$ cat src/rtl/ccu_mul_shift_seq_if.sv
// Order/data bus between the CCU control section and ccu_mul_shift_seq.
// The abort line exists only when CCU_MUL_SHIFT_ABORT_EN is defined.
interface ccu_mul_shift_seq_if #(
  parameter int CNT_W = 6,
  parameter int POS_W = 6
);
`ifdef CCU_MUL_SHIFT_ABORT_EN
  logic             abort;
`endif
  logic             d0;
  logic             mcand_in;
  logic             c5;
  logic             c6;
  logic             c7;
  logic             s2;
  logic             da;
  logic [1:0]       mode;
  logic [CNT_W-1:0] shift_count;
  logic             zero_d0;
  logic             g8;
  logic             da_m;
  logic             ds;
  logic             mult_step;
  logic             shift_l;
  logic             shift_r;
  logic             busy;
  logic             done;
  logic [POS_W-1:0] digit_pos;

  modport master (
`ifdef CCU_MUL_SHIFT_ABORT_EN
    output abort,
`endif
    output d0, mcand_in, c5, c6, c7, s2, da, mode, shift_count,
    input  zero_d0, g8, da_m, ds, mult_step, shift_l, shift_r, busy, done, digit_pos
  );

  modport slave (
`ifdef CCU_MUL_SHIFT_ABORT_EN
    input  abort,
`endif
    input  d0, mcand_in, c5, c6, c7, s2, da, mode, shift_count,
    output zero_d0, g8, da_m, ds, mult_step, shift_l, shift_r, busy, done, digit_pos
  );
endinterface

$ cat src/rtl/ccu_mul_shift_seq.sv
// ccu_mul_shift_seq: multi-minor-cycle multiply/shift sequencer for the CCU.
// Stimulus from the order decoder arms the block; it runs shift_count minor
// cycles from the next d0 and ends with a one-p.i. done pulse.
// Optional abort input enabled by defining CCU_MUL_SHIFT_ABORT_EN.
module ccu_mul_shift_seq #(
  parameter int WORD_LEN   = 36,
  parameter int STIM_DELAY = 1,
  parameter int CNT_W      = 6
) (
  input logic                clk,
  input logic                rst_n,
  ccu_mul_shift_seq_if.slave bus
);
  localparam int POS_W = $clog2(WORD_LEN);

  typedef enum logic [1:0] {S_IDLE, S_ARMED, S_ACTIVE, S_DONE} state_t;
  typedef enum logic [1:0] {M_MUL = 2'b00, M_SHL = 2'b01, M_SHR = 2'b10, M_RSV = 2'b11} mode_t;

  state_t                r_state;
  mode_t                 r_mode;
  logic [CNT_W-1:0]      r_step;
  logic [POS_W-1:0]      r_pos;
  logic [STIM_DELAY-1:0] r_stim;
  logic                  r_busy;
  logic                  r_done;
  logic                  r_mult;
  logic                  r_shl;
  logic                  r_shr;

  state_t                w_state_nxt;
  mode_t                 w_mode_nxt;
  logic [CNT_W-1:0]      w_step_nxt;
  logic [CNT_W-1:0]      w_load_step;
  logic                  w_stim;
  logic                  w_ff_set;
  logic                  w_last;
  logic                  w_abort;
  logic                  w_zero_d0;

`ifdef CCU_MUL_SHIFT_ABORT_EN
  assign w_abort = bus.abort;
`else
  assign w_abort = 1'b0;
`endif

  assign w_stim      = (bus.mcand_in & bus.c5) | (bus.c6 & bus.s2);
  assign w_ff_set    = r_stim[STIM_DELAY-1];
  assign w_last      = (r_pos == POS_W'(WORD_LEN - 1));
  assign w_load_step = (bus.shift_count == '0) ? CNT_W'(1) : bus.shift_count;

  // Stimulus delay line; a shift-in form that also covers STIM_DELAY == 1.
  always_ff @(posedge clk or negedge rst_n) begin
    if (!rst_n) r_stim <= '0;
    else        r_stim <= (r_stim << 1) | STIM_DELAY'(w_stim);
  end

  // Digit position: d0 marks digit 0, so the following p.i. is digit 1.
  always_ff @(posedge clk or negedge rst_n) begin
    if (!rst_n)      r_pos <= '0;
    else if (bus.d0) r_pos <= POS_W'(1);
    else if (w_last) r_pos <= '0;
    else             r_pos <= r_pos + POS_W'(1);
  end

  // Next-state, latched mode and step count.
  always_comb begin
    w_state_nxt = r_state;
    w_mode_nxt  = r_mode;
    w_step_nxt  = r_step;
    case (r_state)
      S_IDLE: begin
        if (w_ff_set && (bus.mode != M_RSV)) begin
          w_state_nxt = S_ARMED;
          w_mode_nxt  = mode_t'(bus.mode);
          w_step_nxt  = w_load_step;
        end
      end
      S_ARMED: begin
        if (w_abort)     w_state_nxt = S_DONE;
        else if (bus.d0) w_state_nxt = S_ACTIVE;
      end
      S_ACTIVE: begin
        if (w_abort) begin
          w_state_nxt = S_DONE;
        end else begin
          if (bus.d0 && (r_step > CNT_W'(1))) w_step_nxt = r_step - CNT_W'(1);
          if (w_last && (r_step == CNT_W'(1))) w_state_nxt = S_DONE;
        end
      end
      S_DONE:  w_state_nxt = S_IDLE;
      default: w_state_nxt = S_IDLE;
    endcase
  end

  // State register; outputs are decoded from the next state so they are
  // registered yet line up with the state they describe.
  always_ff @(posedge clk or negedge rst_n) begin
    if (!rst_n) begin
      r_state <= S_IDLE;
      r_mode  <= M_MUL;
      r_step  <= '0;
      r_busy  <= 1'b0;
      r_done  <= 1'b0;
      r_mult  <= 1'b0;
      r_shl   <= 1'b0;
      r_shr   <= 1'b0;
    end else begin
      r_state <= w_state_nxt;
      r_mode  <= w_mode_nxt;
      r_step  <= w_step_nxt;
      r_busy  <= (w_state_nxt == S_ARMED) || (w_state_nxt == S_ACTIVE);
      r_done  <= (w_state_nxt == S_DONE);
      r_mult  <= (w_state_nxt == S_ACTIVE) && (w_mode_nxt == M_MUL);
      r_shl   <= (w_state_nxt == S_ACTIVE) && (w_mode_nxt == M_SHL);
      r_shr   <= (w_state_nxt == S_ACTIVE) && (w_mode_nxt == M_SHR);
    end
  end

  assign w_zero_d0     = r_busy & bus.d0;
  assign bus.zero_d0   = w_zero_d0;
  assign bus.ds        = bus.c7 & w_zero_d0;
  assign bus.da_m      = bus.c5 & bus.da;
  assign bus.g8        = ~r_busy;
  assign bus.busy      = r_busy;
  assign bus.done      = r_done;
  assign bus.mult_step = r_mult;
  assign bus.shift_l   = r_shl;
  assign bus.shift_r   = r_shr;
  assign bus.digit_pos = r_pos;
endmodule
$ cat src/flat_wrapper.sv
// flat-port wrapper written by rule: the top's interface ports become plain ports
module ccu_mul_shift_seq_flat 
#(
  parameter int WORD_LEN   = 36,
  parameter int STIM_DELAY = 1,
  parameter int CNT_W      = 6
)
  (clk, rst_n, bus_d0, bus_mcand_in, bus_c5, bus_c6, bus_c7, bus_s2, bus_da, bus_mode, bus_shift_count, bus_zero_d0, bus_g8, bus_da_m, bus_ds, bus_mult_step, bus_shift_l, bus_shift_r, bus_busy, bus_done, bus_digit_pos);
  ccu_mul_shift_seq_if #(.CNT_W(CNT_W)) bus_i ();
  input logic clk;
  input logic rst_n;
  input wire logic [$bits(bus_i.d0)-1:0] bus_d0;
  input wire logic [$bits(bus_i.mcand_in)-1:0] bus_mcand_in;
  input wire logic [$bits(bus_i.c5)-1:0] bus_c5;
  input wire logic [$bits(bus_i.c6)-1:0] bus_c6;
  input wire logic [$bits(bus_i.c7)-1:0] bus_c7;
  input wire logic [$bits(bus_i.s2)-1:0] bus_s2;
  input wire logic [$bits(bus_i.da)-1:0] bus_da;
  input wire logic [$bits(bus_i.mode)-1:0] bus_mode;
  input wire logic [$bits(bus_i.shift_count)-1:0] bus_shift_count;
  output wire logic [$bits(bus_i.zero_d0)-1:0] bus_zero_d0;
  output wire logic [$bits(bus_i.g8)-1:0] bus_g8;
  output wire logic [$bits(bus_i.da_m)-1:0] bus_da_m;
  output wire logic [$bits(bus_i.ds)-1:0] bus_ds;
  output wire logic [$bits(bus_i.mult_step)-1:0] bus_mult_step;
  output wire logic [$bits(bus_i.shift_l)-1:0] bus_shift_l;
  output wire logic [$bits(bus_i.shift_r)-1:0] bus_shift_r;
  output wire logic [$bits(bus_i.busy)-1:0] bus_busy;
  output wire logic [$bits(bus_i.done)-1:0] bus_done;
  output wire logic [$bits(bus_i.digit_pos)-1:0] bus_digit_pos;
  assign bus_i.d0 = bus_d0;
  assign bus_i.mcand_in = bus_mcand_in;
  assign bus_i.c5 = bus_c5;
  assign bus_i.c6 = bus_c6;
  assign bus_i.c7 = bus_c7;
  assign bus_i.s2 = bus_s2;
  assign bus_i.da = bus_da;
  assign bus_i.mode = bus_mode;
  assign bus_i.shift_count = bus_shift_count;
  assign bus_zero_d0 = bus_i.zero_d0;
  assign bus_g8 = bus_i.g8;
  assign bus_da_m = bus_i.da_m;
  assign bus_ds = bus_i.ds;
  assign bus_mult_step = bus_i.mult_step;
  assign bus_shift_l = bus_i.shift_l;
  assign bus_shift_r = bus_i.shift_r;
  assign bus_busy = bus_i.busy;
  assign bus_done = bus_i.done;
  assign bus_digit_pos = bus_i.digit_pos;
  ccu_mul_shift_seq #(.WORD_LEN(WORD_LEN), .STIM_DELAY(STIM_DELAY), .CNT_W(CNT_W)) u_core (.clk(clk), .rst_n(rst_n), .bus(bus_i));
endmodule
$ cat config.mk
export PLATFORM = sky130hd
export DESIGN_NAME = ccu_mul_shift_seq_flat
export DESIGN_NICKNAME = d
export VERILOG_FILES = /design/src/rtl/ccu_mul_shift_seq_if.sv /design/src/rtl/ccu_mul_shift_seq.sv /design/src/flat_wrapper.sv
export SDC_FILE = /design/constraint.sdc
export NUM_CORES = 1
export LEC_CHECK = 0
export ABC_AREA = 1
export CORE_MARGIN = 2
export CORE_UTILIZATION = 47
export CTS_CLUSTER_SIZE = 40
export DETAILED_ROUTE_END_ITERATION = 8
export HOLD_SLACK_MARGIN = 0.08
export PLACE_DENSITY_LB_ADDON = 0.15
export SYNTH_ARGS = -nofsm -noshare
export SYNTH_HDL_FRONTEND = slang
export SYNTH_SLANG_ARGS = --single-unit
$ cat constraint.sdc
create_clock -name clk -period 1.8 [get_ports clk]
set_input_delay 0.36 -clock clk [delete_from_list [all_inputs] [get_ports clk]]
set_output_delay 0.36 -clock clk [all_outputs]
set_load 0.05 [all_outputs]
After elaboration in Yosys (flattened, before gate mapping):

Index checks and enable logic that the tools add are counted.
Widths: inputs -> output; s select.

* equality and inequality tests: 13
* add/sub/neg operators: 2
* bitwise operators: 7
* multiplexer cells: 12
* reductions and logical operators: 12
* order comparisons: 1

Operators with widths (number)
* $mux 6: 5
* $pmux 6 s2: 1
* $eq 2x2->1 const B: 5
* $mux 2: 5
* $pmux 2 s4: 1
* $add 6x1->6 const B: 1
* $eq 2x1->1 const B: 3
* $eq 6x1->1 const B: 1
* $eq 6x6->1 const B: 1
* $gt 6x1->1 const B: 1
* $logic_and 1x1->1: 6
* $logic_not 6->1: 1
* $sub 6x1->6 const B: 1
* $and 1x1->1: 5
* $logic_not 2->1: 2
* $ne 2x1->1 const B: 2
* $reduce_and 3->1: 1
* $ne 2x2->1 const B: 1
* $reduce_bool 2->1: 1
* $logic_or 1x1->1: 1
* $not 1->1: 1
* $or 1x1->1: 1

* register bits after elaboration: 22
* bits of input ports: 17

Logic depth before layout (Yosys ltp):

Gate-level depths: netlist (run 1).

* depth after elaboration: 6
* mapped depth: 10

Worst setup path after synthesis (run 1):

No wires, ideal clock.

* path type: register to output
* start: reg u_core.r_busy, in the netlist u_core.bus.busy
* end: out bus_ds
* setup slack: 0.027 ns
* data required time: 1.440 ns
* path buffers: 0
* data arrival time: 1.413 ns
* stages on the path, launching flop included: 3
* path through: dfrtp_1 > nand2_1 > nor2_1

* word-level cells in the longest chain between the ends: 2

RTL lines
* start: declaration: RTL line ccu_mul_shift_seq.sv:24 `logic r_busy;`
* start signal: assignment: RTL line ccu_mul_shift_seq.sv:111 `r_busy <= (w_state_nxt == S_ARMED) || (w_state_nxt == S_ACTIVE);`
* $and 1x1->1: RTL line ccu_mul_shift_seq.sv:119 `assign w_zero_d0 = r_busy & bus.d0;`
* $and 1x1->1: RTL line ccu_mul_shift_seq.sv:121 `assign bus.ds = bus.c7 & w_zero_d0;`
* end: declaration: RTL line flat_wrapper.sv:24 `output wire logic [$bits(bus_i.ds)-1:0] bus_ds;`

Every way passes these cells.

Worst setup path in the final report (run 1):

* start: in bus_d0
* end: out bus_ds

* word-level cells in the longest chain between the ends: 2

RTL lines
* start: declaration: RTL line flat_wrapper.sv:12 `input wire logic [$bits(bus_i.d0)-1:0] bus_d0;`
* $and 1x1->1: RTL line ccu_mul_shift_seq.sv:119
* $and 1x1->1: RTL line ccu_mul_shift_seq.sv:121

Every way passes these cells.

==> results.md, run 1 <==
* Hold WS at 0.392 ns
* Critical-path cell list: clkdlybuf4s50_1, nand2_1, nor2_1, buf_12
* Grt met3 use at 0.0301
* Die width at 54.4 um
* DRT iter0 DRCs at 12
* Final period utilization at 0.960
* R2R Path End: u_core.bus.shift_l
* Setup Fix Bufs, Post-CTS at 0
* Slew @ Worst Pin at 0.279 ns
* Critical Path Start Type: input pin
* Post-CTS Hold Buffers at 0
* Net Sw Frac at 0.438
* Most common cell in the netlist: nand2_1
* Clk buf depth at 2
* GPL Wtd Cong at 0.756
* Endpoint type of the worst setup path: primary output
* Critical Path End: bus_ds
* Synth warn at 0
* CP Buf/Inv Count at 2
* Synth area leader: dfrtp_1
* Async S/R FF share, synth at 1.00
* VDD IR-drop max at 1.29 mV
* Clk slew on worst S/H paths at 0.12 ns
* Rel. slew slack at 0.814
* CP Launch Point: bus_d0
* Non-filler cells, final at 214
* Diodes inserted at 0
* Crit path DAT at 1.37 ns
* Initial core utilization at 0.487
* Slowest cell on crit path: clkdlybuf4s50_1
* Cell internal pwr at 1280 uW
* R2R Path Start: u_core.bus.digit_pos[0]
* CTS tree: done
* Share of the synthesized area in the top cell type at 0.460
* Remaining DRCs at 0
* Share of power burned in the clock network at 0.163
* Max Cap Viol at 0
* Peak Freq at 579 MHz
* Sequential fraction of the synthesis area at 0.460
* Cells after DPL at 210
* Die H at 54.4 um
* R2R Setup Slk at 0.22 ns
* Met1 usage in global routing at 0.242
* Fin crit period at 1.73 ns
* Sinks on Clock Net at 22
* Final hold vios at 0
* Cell area after synthesis at 1200 um2
* Drt first pass iters at 4
* GRT busiest layer: met2
* Pwr dens at 1410 nW/um2
* Main synth FF type: dfrtp_1
* Post-synth cell types at 29
* CTS Buf Count at 3
* Via/cell ratio at 4.93
* Met2 Use GR at 0.327
* Setup CP Type: input pin to primary output
* Nets@finish at 207
* CTS root buf: clkbuf_4
* DR WL/cell at 11.2 um
* P&R area growth vs syn at 35.0%
* CP delay by family, top: buffers and inverters
* R2R cell count at 7
* Global-route wire length before repair at 4.14 mm
* Status: finished, final reports clean
* Share of layout cells above drive strength 1 at 0.207
* Htree depth at 1
* Final Setup Violations at 0
* WP depth at 4
* Syn Area/Cell at 8.19 um2
* RSZ-0062 raised after global routing: false
* Setup skew after layout at 0.00457 ns
* Comb power frac at 0.501
* Biggest cell delay along the critical path at 0.56 ns
* Psw at 999 uW
* Post-DP HPWL at 1.89 mm
* #FFs+latches synth at 22
* Slew Viols, Final at 0
* LEAKAGE at 0.000821 uW
* Syn Nets at 168
* Gr usage total at 0.187
* # IOs at 32
* Gr ovfl total at 0
* Post_cts resized at 0
* Register share of total power at 0.336
* Setup_tns at 0 ns
* Die ar. at 2960 um2
* Row count at 18
* HP Class: input pin to asynchronous set/reset pin
* Final WL at 2.40 mm
* CP max FO at 5
* Vias in the first global route at 1,013
* Initial antenna violation count at 0
* Core Box Area at 2450 um2
* Via Count at 1,056
* Mapped Cells at 146
* Largest net degree at the start of global routing at 23
* Top area cells in the synthesized netlist: dfrtp_1 (46%), nand2_1 (9.4%), nor2_1 (6.0%)
* Final ANT Viol Nets at 0
* Post-synth EDFFs at 0
* CP required at 1.44 ns
* Clk_lat worst skew at 0.30 ns
* Port Buffers at 31
* Top post-synthesis cells by count: nand2_1 (30), dfrtp_1 (22), nor2_1 (19)
[cell usage in the layout, fill, tap and decap left out, drive strengths merged, types with 3 or more instances in the layout]
cell type	n
buf	19
or2	3
nor2	22
ha	5
clkdlybuf4s50	16
o21ai	11
inv	19
nand3	15
clkbuf	3
nand2	36
dfrtp	22
a21oi	3
[worst reg2reg max path, stage by stage (launching register included)]
cell     delay (ns)
dfrtp_1        0.42
ha_1           0.23
nand3_1        0.11
nor2_1         0.20
a31oi_1        0.12
ha_1           0.24
nand3_1        0.11
a21oi_1        0.05
[stage by stage]
stage | worst slack, ns | power (uW) | utilization | area (um2)
6_report | 0.0722 | 2280 | 0.658 | 1620
5_1_grt | 0.0160 | 2460 | 0.658 | 1620
4_1_cts | 0.0758 | 2300 | 0.658 | 1620
3_5_place_dp | 0.000967 | 1920 | 0.637 | 1560
3_3_place_gp | 0.0889 | 1890 | 0.637 | 1560
2_1_floorplan | 0.0270 | 1580 | - | 1200
[per-layer routing]
layer | wire [um] | up-vias | share of wire
met1 | 1130 | 486 | 0.47
met2 | 1160 | 27 | 0.48
met4 | 0 | 0 | 0
li1 | - | 543 | -
met3 | 112 | 0 | 0.047
met5 | 0 | - | 0
[kinds of logic (layout without fill, tap and decap cells)]
group / Yosys count / after routing / synth area share
fa+ha+maj: 5 / 5 / 0.0523
compound gates: 18 / 18 / 0.0868
simple gates: 79 / 79 / 0.317
buf+inv: 20 / 58 / 0.0690
xor+xnor: 2 / 2 / 0.0146
flops: 22 / 22 / 0.460
[registers in the layout, indices dropped and copies added, names as in the netlist]
name and cells:
u_core.bus.digit_pos 6, u_core.r_step 6, u_core.r_mode 2, u_core.r_state 2, u_core.bus.busy 1, u_core.bus.done 1
u_core.bus.mult_step 1, u_core.bus.shift_l 1, u_core.bus.shift_r 1, u_core.r_stim 1
[how the worst min path moves through the flow]
stage               cells after the start           endpoint  slack (ns)             start
finish                                  2   u_core.r_step[3]        0.39             rst_n
CTS                                     2   u_core.r_step[5]        0.40             rst_n
floorplan                               0    u_core.bus.busy        0.06             rst_n
global placement                        2   u_core.r_step[5]        0.47  u_core.r_step[5]
global route                            2  u_core.r_state[0]        0.43             rst_n
detailed placement                      2   u_core.r_mode[1]        0.47  u_core.r_mode[1]
[cell type report]
| class | instances | area (um2) |
|---|---|---|
| fillers | 219 | 840 |
| multi-input cells | 104 | 563 |
| flip-flops and latches | 22 | 551 |
| repair buffers | 35 | 340 |
| inverters | 19 | 71.3 |
| well taps | 30 | 37.5 |
| clock inverters | 1 | 30.0 |
| clock buffers | 3 | 22.5 |
[power groups by stage]
| stage | Sequential (uW) | Combinational [uW] | Clock (uW) |
|---|---|---|---|
| floorplan | 904 | 678 | 0 |
| global placement | 772 | 1120 | 0 |
| detailed placement | 778 | 1140 | 0 |
| CTS | 768 | 1150 | 378 |
| global route | 789 | 1270 | 398 |
| finish | 766 | 1140 | 372 |
Note: power is estimated with default switching activity, not from simulation.
==> run 2: changes to the inputs <==
- CTS_CLUSTER_SIZE: 40 -> 16
==> results of run 2 <==
No change in the layout: final DEF, timing and power equal those of run 1.
==> run 3: changes to the inputs <==
- CAP_MARGIN: default -> 20
- CORE_UTILIZATION: 47 -> 51
- SKIP_CTS_REPAIR_TIMING: default -> 1
- clock period: 1.8 -> 2 ns (I/O delays scaled with it)
==> results.md, run 3 (synthesized netlist as in run 1, its figures left out) <==
* Status: finished, final reports clean
* Slew @ Worst Pin at 0.523 ns
* Core Box Area at 2210 um2
* VDD IR-drop max at 0.947 mV
* GPL Wtd Cong at 0.819
* Rel. slew slack at 0.651
* Slowest cell on crit path: clkdlybuf4s50_1
* Port Buffers at 31
* Diodes inserted at 0
* Slew Viols, Final at 0
* Largest net degree at the start of global routing at 23
* Placed inst area at 1580 um2
* Endpoint type of the worst setup path: primary output
* CTS Buf Count at 3
* CTS root buf: clkbuf_4
* Clk slew on worst S/H paths at 0.13 ns
* Sinks on Clock Net at 22
* DR WL/cell at 12.3 um
* Row count at 17
* Final period utilization at 0.965
* Via/cell ratio at 5.10
* RSZ-0062 raised after global routing: false
* Final Setup Violations at 0
* Max Cap Viol at 0
* R2R Path End: u_core.bus.shift_l
* Commonest non-fill, non-tap cell in the layout: nand2_1
* R2R Path Start: u_core.bus.digit_pos[0]
* Critical-path cell list: clkdlybuf4s50_1
* Drt first pass iters at 4
* CP required at 1.60 ns
* CP Buf/Inv Count at 1
* Clk buf depth at 2
* Met2 Use GR at 0.381
* Most frequent cells in the layout: nand2_1 (30), clkdlybuf4s50_1 (24), dfrtp_1 (22)
* R2R cell count at 7
* Setup_tns at 0 ns
* Biggest cell delay along the critical path at 0.83 ns
* Final WL at 2.59 mm
* Die H at 52.4 um
* R2R Setup Slk at 0.44 ns
* Share of layout cells above drive strength 1 at 0.137
* Cell area after layout at 1650 um2
* Initial core utilization at 0.541
* Global-route wire length before repair at 4.37 mm
* Peak Freq at 518 MHz
* Critical Path Start Type: flop
* Vias in the first global route at 1,090
* Via Count at 1,077
* Fin crit period at 1.93 ns
* Final ANT Viol Nets at 0
* CP delay by family, top: buffers and inverters
* Setup skew after layout at 0.00891 ns
* Initial antenna violation count at 0
* Met1 usage in global routing at 0.260
* Setup CP Type: flop to primary output
* GRT busiest layer: met2
* Pwr dens at 1260 nW/um2
* Gr ovfl total at 0
* Die width at 52.4 um
* Pwr Total at 2070 uW
* Post-DP HPWL at 2.01 mm
* CTS tree: done
* Post-layout util at 0.744
* Filler cells at 167
* LEAKAGE at 0.000845 uW
* HP Class: input pin to asynchronous set/reset pin
* Nets@finish at 206
* Final hold vios at 0
* Clk_lat worst skew at 0.30 ns
* Crit path DAT at 1.53 ns
* P&R area growth vs syn at 37.6%
* # IOs at 32
* DRT iter0 DRCs at 9
* Htree depth at 1
* CP max FO at 4
* Grt met3 use at 0.0257
* Gr usage total at 0.214
* Die ar. at 2750 um2
* Remaining DRCs at 0
-- run 3: cell count changes in the layout (fill, tap and decap cells not counted) --
| cell | delta |
|---|---|
| buf_4 | -13 |
| clkdlybuf4s50_1 | +8 |
| dlymetal6s2s_1 | +4 |
-- run 3: per-stage QoR --
step	instances	hold WS, ns	setup WS (ns)
global route	211	0.464	0.0282
detailed placement	207	0.473	0.114
floorplan	146	0.104	0.187
global placement	207	0.463	0.153
finish	211	0.428	0.0705
CTS	211	0.432	-0.00499
-- run 3: report_power, final --
part	switching (uW)	internal [uW]	total [uW]
registers	116	579	695
clock network	135	202	338
logic	655	387	1040
-- run 3: area by class of cell --
cell class                 count  area, um2  share of cell area
sequential                    22        551               0.335
clock inverter                 1       30.0              0.0183
timing repair buffer          34        373               0.227
clock buffer                   3       22.5              0.0137
inverter                      19       71.3              0.0433
tap                           28       35.0              0.0213
multi-input combinational    104        563               0.342
-- run 3: how the worst max path moves through the flow --
stage / depth (start not counted) / end / start / slack (ns)
floorplan: 2 / bus_ds / u_core.bus.busy / 0.19
global placement: 4 / bus_ds / bus_d0 / 0.15
detailed placement: 4 / bus_ds / bus_d0 / 0.11
CTS: 1 / bus_digit_pos[4] / u_core.bus.digit_pos[4] / -0.005
global route: 1 / bus_digit_pos[3] / u_core.bus.digit_pos[3] / 0.03
finish: 1 / bus_digit_pos[3] / u_core.bus.digit_pos[3] / 0.07
-- run 3: routing by layer --
metal	routed length, um	vias up
met5	0	-
met4	38	0
met3	98	6
met2	1310	30
met1	1140	504
li1	-	537
